<file path="src/rtl/neuron_mac_if.sv">
// neuron_mac_if: start/bias command, pixel/weight stream
// and result bundle for the multiply-accumulate neuron.
interface neuron_mac_if #(
  parameter int X_W   = 8,
  parameter int W_W   = 16,
  parameter int OUT_W = 32
);
  logic                    start;
  logic signed [OUT_W-1:0] bias;
  logic                    x_valid;
  logic                    x_ready;
  logic [X_W-1:0]          x;
  logic signed [W_W-1:0]   w;
  logic                    busy;
  logic                    done;
  logic signed [OUT_W-1:0] out;
  logic                    overflow;

  modport master (
    output start, bias, x_valid, x, w,
    input  x_ready, busy, done, out, overflow
  );

  modport slave (
    input  start, bias, x_valid, x, w,
    output x_ready, busy, done, out, overflow
  );
endinterface

</file>
<file path="src/rtl/neuron_mac.sv">
// neuron_mac: streaming pixel*weight dot product onto a
// bias, with saturated and optionally ReLU'd result.
module neuron_mac #(
  parameter int X_W      = 8,
  parameter int W_W      = 16,
  parameter int N_INPUTS = 12288,
  parameter int ACC_W    = 40,
  parameter int OUT_W    = 32,
  parameter int RELU     = 0
) (
  input logic         clk,
  input logic         rst,
  neuron_mac_if.slave bus
);
  localparam int P_W   = X_W + W_W + 1;
  localparam int CNT_W = $clog2(N_INPUTS + 1);
  localparam logic [CNT_W-1:0] LAST =
    CNT_W'(N_INPUTS - 1);
  localparam logic signed [ACC_W-1:0] MAXV =
    {{(ACC_W-OUT_W+1){1'b0}}, {(OUT_W-1){1'b1}}};
  localparam logic signed [ACC_W-1:0] MINV =
    {{(ACC_W-OUT_W+1){1'b1}}, {(OUT_W-1){1'b0}}};

  typedef enum logic [1:0] {
    IDLE, ACCUM, FLUSH, FINISH
  } state_t;

  state_t r_state;
  state_t w_next;

  logic signed [ACC_W-1:0] r_acc;
  logic signed [ACC_W-1:0] r_p;
  logic                    r_p_valid;
  logic [CNT_W-1:0]        r_cnt;
  logic signed [OUT_W-1:0] r_out;
  logic                    r_ov;
  logic                    r_done;

  logic                    w_x_ready;
  logic                    w_busy;
  logic                    w_start;
  logic                    w_accept;
  logic                    w_last;
  logic signed [P_W-1:0]   w_xs;
  logic signed [P_W-1:0]   w_ws;
  logic signed [P_W-1:0]   w_prod;
  logic signed [OUT_W-1:0] w_sat;
  logic signed [OUT_W-1:0] w_res;
  logic                    w_clip;

  assign w_start  = (r_state == IDLE) && bus.start;
  assign w_accept = (r_state == ACCUM) && bus.x_valid;
  assign w_last   = w_accept && (r_cnt == LAST);

  // pixel is zero-extended, weight sign-extended
  assign w_xs   = {{W_W{1'b0}}, 1'b0, bus.x};
  assign w_ws   = {{(X_W+1){bus.w[W_W-1]}}, bus.w};
  assign w_prod = w_xs * w_ws;

  // state register
  always_ff @(posedge clk) begin
    if (rst) r_state <= IDLE;
    else     r_state <= w_next;
  end

  // next state and handshake outputs
  always_comb begin
    w_next    = r_state;
    w_x_ready = 1'b0;
    w_busy    = 1'b1;
    unique case (r_state)
      IDLE: begin
        w_busy = 1'b0;
        if (bus.start) w_next = ACCUM;
      end
      ACCUM: begin
        w_x_ready = 1'b1;
        if (w_last) w_next = FLUSH;
      end
      FLUSH:   w_next = FINISH;
      FINISH:  w_next = IDLE;
      default: w_next = IDLE;
    endcase
  end

  // stage 1: product register and beat counter
  always_ff @(posedge clk) begin
    if (rst) begin
      r_p       <= '0;
      r_p_valid <= 1'b0;
      r_cnt     <= '0;
    end else begin
      r_p_valid <= w_accept;
      if (w_accept) begin
        r_p   <= ACC_W'(w_prod);
        r_cnt <= r_cnt + CNT_W'(1);
      end
      if (w_start) r_cnt <= '0;
    end
  end

  // stage 2: accumulator, seeded with the bias
  always_ff @(posedge clk) begin
    if (rst) begin
      r_acc <= '0;
    end else if (w_start) begin
      r_acc <= ACC_W'(bus.bias);
    end else if (r_p_valid) begin
      r_acc <= r_acc + r_p;
    end
  end

  // saturate to OUT_W, then optional ReLU
  always_comb begin
    w_clip = 1'b0;
    w_sat  = r_acc[OUT_W-1:0];
    if (r_acc > MAXV) begin
      w_clip = 1'b1;
      w_sat  = MAXV[OUT_W-1:0];
    end else if (r_acc < MINV) begin
      w_clip = 1'b1;
      w_sat  = MINV[OUT_W-1:0];
    end
    w_res = w_sat;
    if (RELU != 0 && w_sat[OUT_W-1]) w_res = '0;
  end

  // output stage loaded in FINISH with a done pulse
  always_ff @(posedge clk) begin
    if (rst) begin
      r_out  <= '0;
      r_ov   <= 1'b0;
      r_done <= 1'b0;
    end else begin
      r_done <= 1'b0;
      if (r_state == FINISH) begin
        r_out  <= w_res;
        r_ov   <= w_clip;
        r_done <= 1'b1;
      end
    end
  end

  assign bus.x_ready  = w_x_ready;
  assign bus.busy     = w_busy;
  assign bus.done     = r_done;
  assign bus.out      = r_out;
  assign bus.overflow = r_ov;
endmodule

</file>
<file path="src/flat_wrapper.sv">
// flat-port wrapper written by rule: the top's interface ports become plain ports
module neuron_mac_flat 
#(
  parameter int X_W      = 8,
  parameter int W_W      = 16,
  parameter int N_INPUTS = 12288,
  parameter int ACC_W    = 40,
  parameter int OUT_W    = 32,
  parameter int RELU     = 0
)
  (clk, rst, bus_start, bus_bias, bus_x_valid, bus_x, bus_w, bus_x_ready, bus_busy, bus_done, bus_out, bus_overflow);
  neuron_mac_if #(.X_W(X_W), .W_W(W_W), .OUT_W(OUT_W)) bus_i ();
  input logic clk;
  input logic rst;
  input wire logic [$bits(bus_i.start)-1:0] bus_start;
  input wire logic [$bits(bus_i.bias)-1:0] bus_bias;
  input wire logic [$bits(bus_i.x_valid)-1:0] bus_x_valid;
  input wire logic [$bits(bus_i.x)-1:0] bus_x;
  input wire logic [$bits(bus_i.w)-1:0] bus_w;
  output wire logic [$bits(bus_i.x_ready)-1:0] bus_x_ready;
  output wire logic [$bits(bus_i.busy)-1:0] bus_busy;
  output wire logic [$bits(bus_i.done)-1:0] bus_done;
  output wire logic [$bits(bus_i.out)-1:0] bus_out;
  output wire logic [$bits(bus_i.overflow)-1:0] bus_overflow;
  assign bus_i.start = bus_start;
  assign bus_i.bias = bus_bias;
  assign bus_i.x_valid = bus_x_valid;
  assign bus_i.x = bus_x;
  assign bus_i.w = bus_w;
  assign bus_x_ready = bus_i.x_ready;
  assign bus_busy = bus_i.busy;
  assign bus_done = bus_i.done;
  assign bus_out = bus_i.out;
  assign bus_overflow = bus_i.overflow;
  neuron_mac #(.X_W(X_W), .W_W(W_W), .N_INPUTS(N_INPUTS), .ACC_W(ACC_W), .OUT_W(OUT_W), .RELU(RELU)) u_core (.clk(clk), .rst(rst), .bus(bus_i));
endmodule
</file>
<file path="config.mk">
export PLATFORM = sky130hd
export DESIGN_NAME = neuron_mac_flat
export DESIGN_NICKNAME = d
export VERILOG_FILES = /design/src/rtl/neuron_mac_if.sv /design/src/rtl/neuron_mac.sv /design/src/flat_wrapper.sv
export SDC_FILE = /design/constraint.sdc
export NUM_CORES = 1
export LEC_CHECK = 0
export CAP_MARGIN = 20
export CORE_UTILIZATION = 54
export CTS_CLUSTER_SIZE = 30
export DETAILED_ROUTE_END_ITERATION = 6
export PLACE_DENSITY = 0.81
export SLEW_MARGIN = 10
export SYNTH_ARGS = -nofsm -noshare
export SYNTH_HDL_FRONTEND = slang
export SYNTH_SLANG_ARGS = --single-unit
export TNS_END_PERCENT = 20
</file>
<file path="constraint.sdc">
create_clock -name clk -period 4.9 [get_ports clk]
set_clock_uncertainty 0.05 [all_clocks]
set_input_delay 0.735 -clock clk [delete_from_list [all_inputs] [get_ports clk]]
set_output_delay 0.735 -clock clk [all_outputs]
set_load 0.005 [all_outputs]
</file>
; Word-level counts from Yosys, hierarchy flattened
; Cells that the tools add are included.
[totals]
regBits = 116
word_cells = 38
[op_classes]
n_addsub = 2
multipliers = 1
order_cmp = 2
eq_ne = 6
n_mux = 12
reduce_logical = 7
[ops]
columns = cell, n
row1 = $mux W40, 2
row2 = $mux W32, 2
row3 = $add A40 B25 Y40, 1
row4 = $gt A40 B32 Y1 const B, 1
row5 = $lt A40 B32 Y1 const B, 1
row6 = $mul A9 B16 Y25, 1
row7 = $add A14 B1 Y14 const B, 1
row8 = $eq A14 B14 Y1 const B, 1
row9 = $pmux W2 S4, 1
row10 = $mux W1, 5
row11 = $eq A2 B2 Y1 const B, 2
row12 = $mux W2, 2
row13 = $logic_and A1 B1 Y1, 3
row14 = $eq A2 B1 Y1 const B, 1
row15 = $logic_not A2 Y1, 1
row16 = $ne A2 B1 Y1 const B, 1
row17 = $ne A2 B2 Y1 const B, 1
row18 = $reduce_and A2 Y1, 1
row19 = $reduce_bool A2 Y1, 1
row20 = $reduce_or A2 Y1, 1

; Longest topological paths before layout
[logic_depth]
word_depth = 5
mapped_depth = 21
ltp_nobuf = 20

; Worst setup path before layout
; No wires, ideal clock.
[synth_path]
path_kind = input-to-reg
start = input bus_x[2]
end = register u_core.r_p[24] (netlist name)
arrival_ns = 5.222
required_time_ns = 4.717
slack_ns = -0.504
path_stages = 20
path_buffers = 1
cell_sequence = clkbuf_1 > nand2_1 > fa_1 > inv_1 > fa_1 > ha_1 > inv_1 > fa_1 > inv_1 > fa_1 > a21o_1 > a21oi_1 > o21ai_1 > a221oi_1 > nor2_1 > o31ai_1 > a21oi_1 > a31oi_1 > xnor2_1 > a21oi_1
[synth_between]
elab_chain_cells = 1
[synth_rtl]
columns = item, line
row1 = start: declaration, flat_wrapper.sv:18  ; input wire logic [$bits(bus_i.x)-1:0] bus_x;
row2 = $mul A9 B16 Y25, neuron_mac.sv:58  ; assign w_prod = w_xs * w_ws;
; No other way between the ends.
; A chain may end at the register's enable or synchronous reset.

; Final worst setup path
[layout_path]
start = input bus_x[5]
end = register u_core.r_p[24] (netlist name)
[layout_between]
elab_chain_cells = 1
[layout_rtl]
columns = item, line
row1 = $mul A9 B16 Y25, neuron_mac.sv:58
; No other way between the ends.

==> impl_metrics.env <==
export IMPL_outcome="completed"
export IMPL_cp_max_fo=6
export IMPL_routed_wl_um=29000
export IMPL_grt_pass1_wl_um=47000
export IMPL_ys_flop_type="dfxtp_1"
export IMPL_htreeDepth=4
export IMPL_fmax_mhz=208
export IMPL_reg2reg_slack_ns=1.54
export IMPL_yosysTopAreaCell="dfxtp_1"
export IMPL_instances_no_fill=1795
export IMPL_rows=52
export IMPL_clockPowerShare_pct=16.2
export IMPL_final_layout_size_suffix_gt1_share_pct=15.1
export IMPL_grt_remaining_overflow=0
export IMPL_reg2regPathDepth=11
export IMPL_criticalPathCategory="input port to flip-flop"
export IMPL_antenna_found_initial=0
export IMPL_worstSetupEndpoint="u_core.r_p[24]"
export IMPL_synth_cell_types=65
export IMPL_cts_tree="done"
export IMPL_final_hold_viol_count=0
export IMPL_synth_top_area_share_pct=20.8
export IMPL_end_kind="flip-flop"
export IMPL_worstMarginPinSlew_ns=0.900
export IMPL_ys_warnings_count=0
export IMPL_seqPwrFrac_pct=19.4
export IMPL_drtAntennaViolNets=0
export IMPL_pin_count=96
export IMPL_p_comb_share_pct=64.4
export IMPL_yosysMostFrequentCell="inv_1"
export IMPL_wire_per_inst_um=16.1
export IMPL_syn_nets=1605
export IMPL_die_y_um=146
export IMPL_port_buffers=95
export IMPL_async_flop_share_pct=0
export IMPL_slew_headroom_pct=40.0
export IMPL_areaGrowthSynthToFinish_pct=24.6
export IMPL_clockBufferDepth=2
export IMPL_cp_data_arrival_time_ns=5.06
export IMPL_fin_nets=1770
export IMPL_drtIter0Drc=589
export IMPL_power_switching_mw=3.11
export IMPL_synth_edf_count=0
export IMPL_rr_startpoint="u_core.r_p[24]"
export IMPL_drc=0
export IMPL_grt_max_degree=79
export IMPL_hold_slack_ns=0.403
export IMPL_die_area_sq_um=21200
export IMPL_synth_seq_area_share_pct=20.8
export IMPL_fin_crit_sh_pct=98.2
export IMPL_power_density_nw_per_um2=530
export IMPL_worst_slack_ns=0.0862
export IMPL_cts_root_buf="clkbuf_16"
export IMPL_peakVddDrop_v=0.000266
export IMPL_cap_viol_max_count=0
export IMPL_syn_inst=1347
export IMPL_setup_viol=0
export IMPL_total_power_mw=7.36
export IMPL_timing_rr_end="u_core.r_acc[39]"
export IMPL_p_sw_share_pct=42.3
export IMPL_diodes=0
export IMPL_required_ns=5.15
export IMPL_slew_viol_final=0
export IMPL_viasPerCell=5.62
export IMPL_cts_buffers=17
export IMPL_routabilityCongestion=0.913
export IMPL_core_sq_um=20200
export IMPL_intPower_mw=4.25
export IMPL_syn_area_per_cell_sq_um=8.27
export IMPL_vias=10079
export IMPL_dp_cells=1749
export IMPL_leakage_nw=6.37
export IMPL_nFillCells=1563
export IMPL_ys_top_cells_by_area="dfxtp_1 (21%), fa_1 (19%), ha_1 (11%)"
export IMPL_syn_area_sq_um=11100
export IMPL_dpl_hpwl_um=21100
export IMPL_ys_ff_latch=116
export IMPL_die_w_um=146
export IMPL_grtUsageTotal_pct=27.1
export IMPL_fin_crit_ns=4.81
export IMPL_dr_pass1_iters=5
export IMPL_cts_sinks=116
export IMPL_post_place_ws_ns=-0.816
export IMPL_clock_latency_ns=0.43
export IMPL_hp_class="flip-flop to flip-flop"
export IMPL_start_util_pct=55.1
export IMPL_startpoint_type="input port"
export IMPL_worstSetupStartpoint="bus_x[5]"
export IMPL_clk_transition_reported_paths_ns=0.06
export IMPL_synthTopCellsByCount="inv_1 (147), nand2_1 (132), a21oi_1 (122)"
export IMPL_grt_pass1_vias=10072
layout make-up:
| cell class | instances | area, sq um | area share (%) |
|---|---|---|---|
| multi-input cells | 1023 | 8310 | 59.8 |
| flip-flops and latches | 116 | 2320 | 16.7 |
| repair buffers | 207 | 1800 | 12.9 |
| inverters | 147 | 552 | 3.97 |
| clock buffers | 18 | 439 | 3.16 |
| well taps | 270 | 338 | 2.43 |
| clock inverters | 14 | 128 | 0.919 |
through the flow:
| step | util, % | instance area [sq um] | setup TNS (ns) |
|---|---|---|---|
| global route | 68.6 | 13900 | -0.368 |
| CTS | 67.9 | 13700 | 0 |
| floorplan | - | 11300 | -0.00740 |
| global placement | 64.4 | 13000 | -7.61 |
| detailed placement | 64.4 | 13000 | -8.96 |
| finish | 68.6 | 13900 | 0 |
worst max-delay path: stages:
cell and delay [ns]:
buf_6 0.10, buf_6 0.13, and2_4 0.14, fa_1 0.58, fa_1 0.47, fa_1 0.60
fa_1 0.47, ha_4 0.27, a21o_1 0.17, a21o_1 0.18, a221oi_2 0.30, nor2_1 0.12
o31ai_2 0.30, a21oi_2 0.10, a31oi_1 0.17, xnor2_1 0.14, a21oi_1 0.08
cell usage in the layout (no fill, tap or decap), types with 23 or more instances in the layout:
| cell | instances |
|---|---|
| xor2_1 | 23 |
| nor3_1 | 45 |
| and2_1 | 62 |
| a21oi_1 | 117 |
| clkdlybuf4s50_1 | 70 |
| nor2_1 | 113 |
| buf_4 | 102 |
| nand2_1 | 123 |
| fa_1 | 95 |
| dfxtp_1 | 115 |
| mux2i_1 | 33 |
| ha_1 | 79 |
| a211oi_1 | 30 |
| o21ai_0 | 33 |
| xnor2_1 | 38 |
| a21o_1 | 35 |
| inv_1 | 143 |
how the worst min path moves through the flow:
stage | depth (start not counted) | start | endpoint
after floorplan | 2 | u_core.r_p[11] | u_core.r_p[11]
after global placement | 2 | u_core.r_p[16] | u_core.r_p[16]
after detailed placement | 2 | u_core.r_p[18] | u_core.r_p[18]
after CTS | 2 | u_core.r_p[16] | u_core.r_p[16]
after global routing | 2 | u_core.r_p[14] | u_core.r_p[14]
final | 2 | u_core.r_p[16] | u_core.r_p[16]
power groups by stage:
stage / Sequential, mW / Combinational [mW] / Clock, mW
after floorplan: 1.35 / 3.05 / 0
after global placement: 1.43 / 4.27 / 0
after detailed placement: 1.44 / 4.43 / 0
after CTS: 1.42 / 4.54 / 1.19
after global routing: 1.46 / 5.28 / 1.24
final: 1.43 / 4.74 / 1.19
repair_timing:
action | in CTS | in global routing
pin swaps | 19 | 50
cloned | 5 | 1
setup buffers | 4 | 5
endpoints found under the hold margin | 0 | 0
hold buffers | 0 | 0
resized for setup | 44 | 79
setup endpoints to repair | 13 | 12
logic make-up (layout without fill, tap and decap cells):
| kind of cell | Yosys count | count (layout) | share of synthesized area [%] |
|---|---|---|---|
| and+or+nand+nor | 434 | 434 | 18.4 |
| AOI/OAI and AO/OA | 297 | 297 | 16.7 |
| buffers and inverters | 208 | 386 | 7.18 |
| adders and majority gates | 198 | 198 | 29.2 |
| DFF | 116 | 116 | 20.8 |
| xor gates and xnor gates | 61 | 61 | 4.80 |
| muxes | 33 | 33 | 2.96 |
routing by layer:
layer	wire length (um)	GRT usage, %	vias up
li1	-	-	4867
met1	12500	34.6	4790
met2	14200	47.1	355
met3	1570	3.51	67
met4	759	9.68	0
met5	0	0	-
flip-flops by register name, indices dropped and copies added, names as in the netlist:
register,count
u_core.bus.done,1
u_core.r_p_valid,1
u_core.r_acc,40
u_core.r_cnt,14
u_core.r_state,2
u_core.bus.overflow,1
u_core.bus.out,32
u_core.r_p,25
Power figures use the tool's default switching activity.
